File: src/rtl/expr_result_sig.sv
// Result capture stage: absorbs NUM result words into a MISR signature over a
// valid/ready handshake, then reports the signature and a compare against golden.
module expr_result_sig #(
    parameter int          DW   = 90,
    parameter int          SW   = 32,
    parameter int          CW   = 16,
    parameter logic [SW-1:0] POLY = 32'h04C11DB7,
    parameter logic [SW-1:0] SEED = 32'hFFFFFFFF
) (
    input  logic          clk,
    input  logic          reset,
    input  logic          start,
    input  logic [CW-1:0] num_vec,
    input  logic [SW-1:0] golden,
    input  logic          y_valid,
    input  logic [DW-1:0] y_data,
    output logic          y_ready,
    output logic          busy,
    output logic          done,
    output logic          pass,
    output logic [SW-1:0] signature,
    output logic [CW-1:0] vec_count
);

    localparam int NSL = (DW + SW - 1) / SW;
    localparam int PW  = NSL * SW;

    typedef enum logic [1:0] {
        S_IDLE = 2'd0,
        S_RUN  = 2'd1,
        S_DONE = 2'd2
    } state_t;

    state_t        r_state;
    logic [SW-1:0] r_sig;
    logic [CW-1:0] r_cnt;
    logic [CW-1:0] r_target;

    state_t        w_nstate;
    logic [SW-1:0] w_sig_nxt;
    logic [CW-1:0] w_cnt_nxt;
    logic [CW-1:0] w_tgt_nxt;
    logic [CW-1:0] w_cnt_inc;
    logic [PW-1:0] w_pad;
    logic [SW-1:0] w_fold;
    logic [SW-1:0] w_misr;
    logic          w_accept;

    // Zero-pad the result word to whole SW slices and XOR the slices together.
    always_comb begin
        w_pad          = '0;
        w_pad[DW-1:0]  = y_data;
        w_fold         = '0;
        for (int k = 0; k < NSL; k++) begin
            w_fold = w_fold ^ w_pad[k*SW +: SW];
        end
    end

    assign w_misr    = {r_sig[SW-2:0], 1'b0} ^ (r_sig[SW-1] ? POLY : '0) ^ w_fold;
    assign w_accept  = y_valid && (r_state == S_RUN);
    assign w_cnt_inc = r_cnt + CW'(1);

    always_ff @(posedge clk) begin
        if (reset) begin
            r_state  <= S_IDLE;
            r_sig    <= SEED;
            r_cnt    <= '0;
            r_target <= '0;
        end else begin
            r_state  <= w_nstate;
            r_sig    <= w_sig_nxt;
            r_cnt    <= w_cnt_nxt;
            r_target <= w_tgt_nxt;
        end
    end

    always_comb begin
        w_nstate  = r_state;
        w_sig_nxt = r_sig;
        w_cnt_nxt = r_cnt;
        w_tgt_nxt = r_target;
        case (r_state)
            S_IDLE, S_DONE: begin
                if (start) begin
                    w_sig_nxt = SEED;
                    w_cnt_nxt = '0;
                    w_tgt_nxt = num_vec;
                    w_nstate  = (num_vec == '0) ? S_DONE : S_RUN;
                end
            end
            S_RUN: begin
                // start is deliberately not looked at here: a run cannot be restarted.
                if (w_accept) begin
                    w_sig_nxt = w_misr;
                    w_cnt_nxt = w_cnt_inc;
                    if (w_cnt_inc == r_target) begin
                        w_nstate = S_DONE;
                    end
                end
            end
            default: begin
                w_nstate = S_IDLE;
            end
        endcase
    end

    // All handshake/status outputs decode registered state only.
    assign y_ready   = (r_state == S_RUN);
    assign busy      = (r_state == S_RUN);
    assign done      = (r_state == S_DONE);
    assign pass      = done && (r_sig == golden);
    assign signature = r_sig;
    assign vec_count = r_cnt;

endmodule

File: config.mk
export PLATFORM = sky130hd
export DESIGN_NAME = expr_result_sig
export DESIGN_NICKNAME = d
export VERILOG_FILES = /design/src/rtl/expr_result_sig.sv
export SDC_FILE = /design/constraint.sdc
export NUM_CORES = 1
export LEC_CHECK = 0
export BUFFER_PORTS_ARGS = -buffer_cell sky130_fd_sc_hd__buf_2
export CORE_ASPECT_RATIO = 1.4
export CORE_MARGIN = 8
export CORE_UTILIZATION = 23
export DETAILED_ROUTE_END_ITERATION = 8
export GPL_TIMING_DRIVEN = 0
export MAX_ROUTING_LAYER = met4
export PLACE_DENSITY = 0.54
export SLEW_MARGIN = 30
export SYNTH_ARGS = -nofsm -noshare
export SYNTH_HDL_FRONTEND = slang
export SYNTH_SLANG_ARGS = --single-unit
File: constraint.sdc
create_clock -name clk -period 1.89 [get_ports clk]
set_input_delay 0.378 -clock clk [delete_from_list [all_inputs] [get_ports clk]]
set_output_delay 0.378 -clock clk [all_outputs]
set_load 0.005 [all_outputs]
## Word-level counts from Yosys, hierarchy flattened

Index checks and enable logic that the tools add are counted.
W data, S select, Z words.

| cells by class | value |
|---|---|
| add/sub/neg operators | 1 |
| multipliers | 0 |
| div/mod/pow operators | 0 |
| order comparisons | 0 |
| equal/unequal tests | 7 |
| shifts and indexed selects | 0 |
| mux-type cells | 12 |
| bitwise operators | 4 |
| reductions and logical operators | 9 |

Operator list:

| cell | number |
|---|---|
| $mux W32 | 2 |
| $pmux W32 S2 | 1 |
| $xor A32 B32 Y32 | 2 |
| $eq A32 B32 Y1 | 1 |
| $mux W16 | 2 |
| $pmux W16 S2 | 1 |
| $xor A32 B26 Y32 | 1 |
| $xor A32 B27 Y32 | 1 |
| $mux W27 | 1 |
| $add A16 B1 Y16 const B | 1 |
| $eq A16 B16 Y1 | 1 |
| $logic_not A16 Y1 | 1 |
| $mux W2 | 4 |
| $reduce_and A3 Y1 | 2 |
| $ne A2 B1 Y1 const B | 2 |
| $pmux W2 S2 | 1 |
| $eq A2 B1 Y1 const B | 1 |
| $eq A2 B2 Y1 const B | 1 |
| $logic_and A1 B1 Y1 | 2 |
| $logic_not A2 Y1 | 1 |
| $ne A2 B2 Y1 const B | 1 |
| $reduce_and A2 Y1 | 1 |
| $reduce_bool A2 Y1 | 1 |
| $reduce_or A2 Y1 | 1 |

| storage, ports and cells | value |
|---|---|
| flip-flop bits (word level) | 66 |
| bits in latches | 0 |
| RAM bits | 0 |
| memory bits (read-only) | 0 |
| bits of input ports | 142 |
| logic and storage cells | 37 |
| memories kept | 0 |

## Logic depth before layout (Yosys ltp)

| logic depth | value |
|---|---|
| depth after elaboration | 5 |
| depth in mapped cells | 9 |
| gate-level depth less buffers | 7 |

## Worst setup path after synthesis

OpenSTA, ideal clock, no wires.

| timing path | value |
|---|---|
| path type | flip-flop to flip-flop |
| start point | register r_cnt[0], in the netlist vec_count[0] |
| end point | register r_state[0] |
| setup time | 0.125 ns |
| data arrival time | 1.952 ns |
| data required time | 1.765 ns |
| slack | -0.187 ns |
| cell stages (with the launch flop) | 8 |
| clock period less this slack | 2.077 ns |
| cells stage by stage | dfxtp_1 -> ha_1 -> and3_1 -> nand2_1 -> xor2_1 -> a211oi_1 -> o2111ai_1 -> o41a_1 |

| on the way | value |
|---|---|
| cells in the longest elaborated chain, start to end | 4 |

Ends and longest elaborated chain:

| what | RTL line | RTL |
|---|---|---|
| from (decl) | 36 | `logic [CW-1:0] r_cnt;` |
| from (signal assigned) | 72 | `r_cnt <= w_cnt_nxt;` |
| $add A16 B1 Y16 | 61 | `assign w_cnt_inc = r_cnt + CW'(1);` |
| $eq A16 B16 Y1 | 96 | `if (w_cnt_inc == r_target) begin` |
| $ne A2 B1 Y1 (no source line) | - |  |
| $reduce_and A3 Y1 (no source line) | - |  |
| to (signal assigned) | 70 | `r_state <= w_nstate;` |
| to (decl) | 34 | `state_t r_state;` |

No other way between the ends.
A chain may end at the register's enable or synchronous reset.

## Worst setup path in the final report

| timing path | value |
|---|---|
| start point | register r_sig[15], in the netlist signature[15] |
| end point | output port pass |

| on the way | value |
|---|---|
| cells in the longest elaborated chain, start to end | 2 |

Ends and longest elaborated chain:

| what | RTL line | RTL |
|---|---|---|
| from (decl) | 35 | `logic [SW-1:0] r_sig;` |
| from (signal assigned) | 71 | `r_sig <= w_sig_nxt;` |
| $eq A32 B32 Y1 | 111 | `assign pass = done && (r_sig == golden);` |
| $logic_and A1 B1 Y1 | 111 |  |
| to (decl) | 20 | `output logic pass,` |

No other way between the ends.

==> out/results.ini <==
[drt]
drt-initial-drc-count=211
met1_length_mm=7.00
drtPass1Iterations=4
post_drt_wl_per_cell_um=17.3
ant_nets=0
highest_layer=met4
vias_per_cell=4.48
drc=0
wl_met2_mm=8.98
wl_met3_mm=1.15
num_vias=4556
wl_mm=17.6

[power_and_ir_drop]
power_frac_seq=0.374
p_switching_mw=1.16
p_leak_nw=2.56
p_sw_frac=0.286
power.density_nw_per_um2=633
comb_power_share=0.247
clkPwrFrac=0.379
power.internal_mw=2.88
vdd_drop_max_mv=0.333

[global_routing]
gr-total-overflow=0
grt_antenna_before_repair=1
grt_max_degree=11
grt_pass1_wl_mm=27.6
globalRouteTotalUtil=0.150
grt_pass1_vias=4930

[setup_path]
cp-endpoint=pass
r2r_end=r_state[0]$_SDFFE_PP0P_
path_class=flop to output port
arrival_ns=1.88
r2r_start=vec_count[9]$_SDFFE_PP0P_
critPathLaunchType=flop
startpoint=signature[15]$_SDFFE_PP1P_
path_max_fanout=2
critPathCaptureType=output port
reg2reg_slack_ns=-0.02
r2r_cells=8
worstPathRequired_ns=1.51

[yosys]
async_reset_ff_frac=0
yosys.area_share.simple=0.209
avgSynthCellArea_um2=8.11
synth_warnings=0
synth_compound_area_frac=0.143
synthFlopType=dfxtp_1
synth_top_family_by_area=XOR/XNOR gates
synth-edff-count=0
synth_area_um2=4450
synthAdderAreaFrac=0.00281
ys_ff_latch=66
ys_seq_area_frac=0.297
syn_nets=692
syn_inst=549
muxShareOfSynthArea=0.00225
yosys.area_share.xor_xnor=0.307
ys_types=49

[floorplan]
num_rows=60
die_x_um=134
io_pins=194
core-area_um2=19100
die_y_um=181
die_area_um2=24100
initial_core_util=0.233

[finish]
drive_gt1_frac=0.391
layout_commonest_cell=buf_2
post-route-util=0.333
fillCellCount=2079
syn2layout_area_growth_pct=43.4
layout_common_cells=194 x buf_2, 107 x xnor2_1, 45 x dfxtp_1, 42 x nand2_1
final_area_um2=6380
nets=909

[timing]
setup_slack_ns=-0.368
worstMarginPinSlew_ns=0.650
hold_viol=0
rsz0062_at_grt=yes
fin_skew_ns=0.00572
timing.fmax_ghz=0.443
min_period_ns=2.26
holdWs_ns=0.300
finalCritPeriodShare=1.19
slew_viol_final=0
relSlewSlack=0.566
setup_violations=2

[hold_path]
min-delay-path-class=primary input to flop

[placement]
pre_cts_slack_ns=-0.489
place_congestion=0.861
portBuffers=193
dp_hpwl_mm=14.0
placed_area_um2=5750

[clocking]
insertion_delay_ns=0.32
cts_sinks=66
cts_buffer_depth=2
cts_tree=yes
path_clk_slew_ns=0.05
cts_made_buffers=9
clockRootBuffer=clkbuf_16
htree_levels=3

[status]
outcome=finished with violations
violations=negative setup slack

[run]
cap_violations=0

[repair_timing]
| item | in CTS | in global routing |
|---|---|---|
| hold buffers | 0 | 0 |
| buffers inserted | 15 | 0 |
| gates resized for setup | 68 | 15 |
| hold endpoints to repair | 0 | 0 |
| pin swaps | 24 | 2 |
| cloned | 0 | 0 |
| endpoints found under the setup margin | 61 | 46 |
[worst max-delay path, cell delays in order (launching register included)]
cell and delay [ns]:
dfxtp_4 0.35, xnor2_2 0.15, nand4_1 0.13, nor4_2 0.29, nand4_1 0.23, nor4_1 0.23, buf_2 0.17
[state kept, by name (all words and copies together) (netlist names)]
signal and count:
vec_count 16, signature 32, r_state 2, r_target 16
[cell usage after synthesis (3+ instances only)]
library cell	n	area (µm²)
buf_4	3	22.5
xor2_1	39	342
xnor2_1	117	1020
or3_1	3	18.8
o21bai_1	20	150
nor4_1	10	62.6
nor3_1	35	175
nor2b_1	4	25.0
buf_2	8	40.0
and3_1	4	25.0
a22oi_1	4	30.0
a211oi_1	4	30.0
nand3_1	8	40.0
nor2_1	43	161
dfxtp_1	66	1320
inv_1	4	15.0
nand2_1	45	169
nand4_1	8	50.1
clkbuf_1	22	82.6
o21ai_0	13	65.1
and2_1	3	18.8
a311oi_1	5	43.8
or2_1	4	25.0
or2_2	8	50.1
a21oi_1	41	205
[worst min path at each step]
stage	start	to	slack, ns	cells past startpoint
after detailed placement	r_target[9]$_SDFFE_PP0P_	r_target[9]$_SDFFE_PP0P_	0.46	2
after global routing	num_vec[12]	r_target[12]$_SDFFE_PP0P_	0.30	3
final	num_vec[0]	r_target[0]$_SDFFE_PP0P_	0.30	3
after floorplan	r_target[0]$_SDFFE_PP0P_	r_target[0]$_SDFFE_PP0P_	0.45	2
after global placement	r_target[6]$_SDFFE_PP0P_	r_target[6]$_SDFFE_PP0P_	0.46	2
after CTS	num_vec[4]	r_target[4]$_SDFFE_PP0P_	0.28	3
[power groups by stage]
stage / combinational, mW / clock, mW / sequential [mW]
floorplan: 0.568 / 0 / 1.54
global placement: 0.944 / 0 / 1.56
detailed placement: 0.948 / 0 / 1.56
CTS: 1.01 / 1.57 / 1.51
global route: 1.11 / 1.64 / 1.52
finish: 0.998 / 1.53 / 1.51
[per-stage QoR]
step,setup TNS (ns),power [mW],std cells
detailed placement,-9.86,2.51,990
global placement,-10.64,2.50,990
CTS,-0.414,4.09,1018
finish,-0.391,4.04,1018
floorplan,0,2.11,549
global route,-0.641,4.27,1018
[layout make-up]
type | count | area [µm²] | share of cell area
Antenna cell | 1 | 2.50 | 0.000392
Sequential cell | 66 | 1380 | 0.217
Multi-Input combinational cell | 444 | 3150 | 0.493
Inverter | 4 | 15.0 | 0.00235
Clock buffer | 14 | 264 | 0.0414
Tap cell | 248 | 310 | 0.0486
Buffer | 33 | 183 | 0.0286
Timing Repair Buffer | 208 | 1080 | 0.169
[metal layers]
metal / GRT usage / vias up
met4: 0.0518 / 0
met3: 0.0402 / 22
li1: - / 2307
met5: - / -
met1: 0.156 / 2058
met2: 0.266 / 169
[cells by family after synthesis]
family	Yosys count
simple gates	186
xor+xnor	156
compound gates	100
flops	66
buf+inv	39
mux	1
fa+ha+maj	1
Note: power is estimated with default switching activity, not from simulation.
